==> src/rtl/irq_controller.sv <==
// Interrupt source block: edge-detects device request lines, latches them as pending,
// and presents the highest eligible line with its entrance address under a nesting stack.
module irq_controller #(
   parameter int unsigned LINES = 3,
   parameter logic [31:0] ENT0  = 32'h0000_0800,
   parameter logic [31:0] ENT1  = 32'h0000_0600,
   parameter logic [31:0] ENT2  = 32'h0000_0400
) (
   input  logic             clk,
   input  logic             rst,
   input  logic [LINES-1:0] interrupt_signs,
   input  logic [LINES-1:0] interrupt_mask,
   input  logic             interrupt_disable,
   input  logic             irq_take,
   input  logic             irq_ret,
   output logic             irq_req,
   output logic [1:0]       irq_id,
   output logic [31:0]      irq_entrance,
   output logic [LINES-1:0] pending,
   output logic [LINES-1:0] in_service
);

   logic [LINES-1:0] prev_q, prev_d;
   logic [LINES-1:0] pending_q, pending_d;
   logic [LINES-1:0] in_service_q, in_service_d;

   logic [LINES-1:0] rise;
   logic [LINES-1:0] eligible;
   logic [LINES-1:0] take_bit;
   logic [LINES-1:0] ret_bit;
   logic [1:0]       sel;
   logic             blocked;
   logic             ret_found;

   assign rise = interrupt_signs & ~prev_q;

   // Walk from the top line down: once an in-service bit is seen, it and every
   // line below it are held off until that level returns.
   always_comb begin
      eligible  = '0;
      blocked   = 1'b0;
      ret_bit   = '0;
      ret_found = 1'b0;
      for (int unsigned k = 0; k < LINES; k++) begin
         blocked = blocked | in_service_q[LINES-1-k];
         eligible[LINES-1-k] = pending_q[LINES-1-k] & interrupt_mask[LINES-1-k]
                               & ~interrupt_disable & ~blocked;
         if (!ret_found && in_service_q[LINES-1-k]) begin
            ret_bit[LINES-1-k] = 1'b1;
            ret_found          = 1'b1;
         end
      end
   end

   always_comb begin
      sel = '0;
      for (int unsigned i = 0; i < LINES; i++) begin
         if (eligible[i]) sel = 2'(i);
      end
   end

   always_comb begin
      irq_req      = |eligible;
      irq_id       = irq_req ? sel : 2'd0;
      irq_entrance = '0;
      if (irq_req) begin
         case (sel)
            2'd0:    irq_entrance = ENT0;
            2'd1:    irq_entrance = ENT1;
            2'd2:    irq_entrance = ENT2;
            default: irq_entrance = '0;
         endcase
      end
   end

   always_comb begin
      take_bit = '0;
      if (irq_take && irq_req) take_bit[sel] = 1'b1;
   end

   // A new edge is ORed in after the take clears, so a same-cycle edge keeps the line pending.
   always_comb begin
      prev_d       = interrupt_signs;
      pending_d    = (pending_q & ~take_bit) | rise;
      in_service_d = (in_service_q & ~(irq_ret ? ret_bit : '0)) | take_bit;
   end

   always_ff @(posedge clk) begin
      if (rst) begin
         prev_q       <= interrupt_signs;
         pending_q    <= '0;
         in_service_q <= '0;
      end else begin
         prev_q       <= prev_d;
         pending_q    <= pending_d;
         in_service_q <= in_service_d;
      end
   end

   assign pending    = pending_q;
   assign in_service = in_service_q;

endmodule

==> config.mk <==
export PLATFORM = sky130hd
export DESIGN_NAME = irq_controller
export DESIGN_NICKNAME = d
export VERILOG_FILES = /design/src/rtl/irq_controller.sv
export SDC_FILE = /design/constraint.sdc
export NUM_CORES = 1
export LEC_CHECK = 0
export CAP_MARGIN = 20
export CORE_MARGIN = 1
export CORE_UTILIZATION = 32
export CTS_BUF_LIST = sky130_fd_sc_hd__clkbuf_8
export CTS_CLUSTER_DIAMETER = 40
export DETAILED_ROUTE_END_ITERATION = 8
export PLACE_DENSITY = 0.8
export SLEW_MARGIN = 25
export SYNTH_ARGS = -nofsm -noshare
export SYNTH_HDL_FRONTEND = slang
export SYNTH_SLANG_ARGS = --single-unit
export TNS_END_PERCENT = 100
==> constraint.sdc <==
create_clock -name clk -period 2.4 [get_ports clk]
set_clock_uncertainty 0.1 [all_clocks]
set_input_delay 0.72 -clock clk [delete_from_list [all_inputs] [get_ports clk]]
set_output_delay 0.72 -clock clk [all_outputs]
set_load 0.005 [all_outputs]
==> impl_metrics.yaml <==
outcome:
  status: "completed"
pwr:
  combPwrFrac_pct: 20.2
  pwr-share-clk_pct: 40.9
  p_int_w: 0.000317
  leakagePower_nw: 0.429
  seqPwrFrac_pct: 38.9
  p_per_area_mw_per_mm2: 475
  p_sw_w: 0.000101
  swShare_pct: 24.1
  ir_drop_v: 0.000286
finish:
  postLayoutCoreUtil_pct: 49.9
  insertedDiodeCount: 0
  n_fill_cell: 188
  synthToLayoutAreaGrowth_pct: 42.6
  drive_above_1_share_pct: 25.5
  finalInstanceArea_sq_um: 880
  fin_nets: 114
min_path:
  holdPathStages: 2
  hold_start: "prev_q[2]"
  hold_path_end: "pending[2]"
  holdCritPathClass: "reg -> reg"
worst_setup_path:
  r2r_start: "in_service[2]"
  setup.worst_path.class: "in -> out"
  r2r_cells: 6
  crit_fanout: 2
  cp-start-kind: "primary input"
  critPathArrivalTime_ps: 1550
  crit_required_ps: 1580
  regToRegSetupSlack_ps: 790
  end_kind: "primary output"
  reg2reg_to: "in_service[0]"
global_routing:
  grt_pass1_vias: 404
  grt_overflow: 0
  antenna_found_initial: 0
  track_usage_pct: 12.8
  grt_pass1_wl_mm: 1.78
  grt_max_degree: 6
synthesis:
  syn_area_sq_um: 617
  ys_warn_count: 0
  syn_area_per_cell_sq_um: 9.07
  synth-seq-cells: 9
  syn_inst: 68
  synth_cell_type_count: 23
  ys_seq_area_share_pct: 29.2
drt:
  routedWlPerCell_um: 9.80
  num_vias: 515
  drt_iter0_drc: 2
  drtPass1Iterations: 2
  routed_wl_mm: 1.24
  postRouteAntennaNets: 0
  avgViaCountPerCell: 4.06
  drc: 0
floorplanning:
  die_h_um: 45.9
  die-area_sq_mm: 0.00211
  core-area_sq_mm: 0.00176
  io_pins: 52
  std_cell_rows: 15
  start_util_pct: 35.0
  die_w_um: 45.9
sta:
  final.setup.tns_ps: 0
  period_share_pct: 98.9
  report.final.slew_viol_count: 0
  rsz0062_at_grt: "yes"
  relSlewSlack_pct: 66.4
  setup_viol: 0
  tightest_slew_ps: 497
  fmax_mhz: 421
  final-hold-violation-count: 0
  fin_crit_ps: 2370
  hold_ws_ps: 420
place:
  gp_congestion: 0.718
  postPlaceCellArea_sq_um: 786
  hpwl_um: 961
  port_buffers: 22
cts:
  cts_max_level: 1
  cts.sinks: 9
  clkTransAtPathRegs_ps: 40
  clk_latency_ps: 230
  clockBufferDepth: 2
  cts_tree: "yes"
  cts_root_buf: "clkbuf_8"
  numCtsBuffers: 3
job:
  maxCapViolCount: 0
cells in the mapped netlist:
cell	instances	area (sq um)
a31o_2	1	8.76
nand3_1	1	5.00
nor3_2	1	10.0
a21oi_1	2	10.0
nor2b_1	1	6.26
o311ai_0	1	8.76
o21bai_1	1	7.51
nor4bb_4	1	25.0
conb_1	1	3.75
or2b_2	1	8.76
o21a_1	1	7.51
nand4b_1	1	8.76
o41ai_2	1	16.3
a21boi_0	2	15.0
o311a_1	1	10.0
o21ai_0	2	10.0
a22oi_1	1	7.51
inv_1	4	15.0
dfxtp_1	9	180
nor2_1	3	11.3
nand4_1	1	6.26
buf_4	30	225
a32o_1	1	10.0
worst max-delay path by stage:
stage                                  from      end  slack, ps  depth (start not counted)
after global routing      interrupt_disable  irq_req        -10                          5
after CTS                 interrupt_mask[2]  irq_req         10                          5
after detailed placement  interrupt_disable  irq_req       -830                          5
final                     interrupt_mask[1]  irq_req         30                          4
after global placement    interrupt_disable  irq_req       -800                          5
after floorplan           interrupt_mask[2]  irq_req        150                          3
kinds of logic after synthesis:
family / count (synthesis) / synth area share (%)
buf+inv: 34 / 38.9
flops: 9 / 29.2
simple gates: 10 / 13.2
compound gates: 14 / 18.1
other cells: 1 / 0.608
layout make-up:
cell class	count	area, sq um	share of cell area, %
inverters	4	15.0	1.71
flip-flops and latches	9	180	20.5
repair buffers	32	285	32.4
well taps	25	31.3	3.56
clock inverters	1	3.75	0.427
multi-input cells	53	323	36.7
clock buffers	3	41.3	4.69
critical path, stage by stage:
cell	delay, ps
clkdlybuf4s15_1	220
a31o_4	250
or2b_4	250
buf_6	110
placed cells by master (no fill, tap or decap), drive strengths merged, types with 2 or more instances in the layout:
cell type and n:
a21boi 2, a21oi 2, buf 15, clkbuf 5, clkdlybuf4s15 2, clkdlybuf4s50 12, conb 29, dfxtp 9
inv 5, nor2 3, o21ai 2
metrics by stage:
stage / instances / power [W] / worst slack, ps
6_report: 127 / 0.000417 / 27.2
5_1_grt: 127 / 0.000446 / -12.0
4_1_cts: 125 / 0.000419 / 14.9
3_5_place_dp: 118 / 0.000240 / -829
3_3_place_gp: 118 / 0.000239 / -796
2_1_floorplan: 96 / 0.000229 / 147
layer usage:
layer  track usage [%]  vias to the layer above  wire [um]
li1                  -                      245          -
met1              11.3                      240        444
met2              23.4                       30        694
met3              7.14                        0        104
met4              5.29                        0          0
met5                 0                        -          0
power groups by stage:
stage / Sequential, W / Clock, W / Combinational (W)
6_report: 0.000162 / 0.000171 / 0.0000844
5_1_grt: 0.000163 / 0.000189 / 0.0000936
4_1_cts: 0.000162 / 0.000178 / 0.0000792
3_5_place_dp: 0.000165 / 0 / 0.0000757
3_3_place_gp: 0.000164 / 0 / 0.0000745
2_1_floorplan: 0.000165 / 0 / 0.0000643
flip-flops by register name, summed over array words and instances (netlist names):
name,count
in_service,3
pending,3
prev_q,3
timing repair:
| item | 4_1_cts | 5_1_grt |
|---|---|---|
| pin swaps | 3 | 4 |
| gates resized for setup | 33 | 8 |
| setup buffers | 3 | 2 |
| endpoints found under the setup margin | 6 | 4 |
| hold buffers | 0 | 0 |
Note: power is estimated with default switching activity, not from simulation.
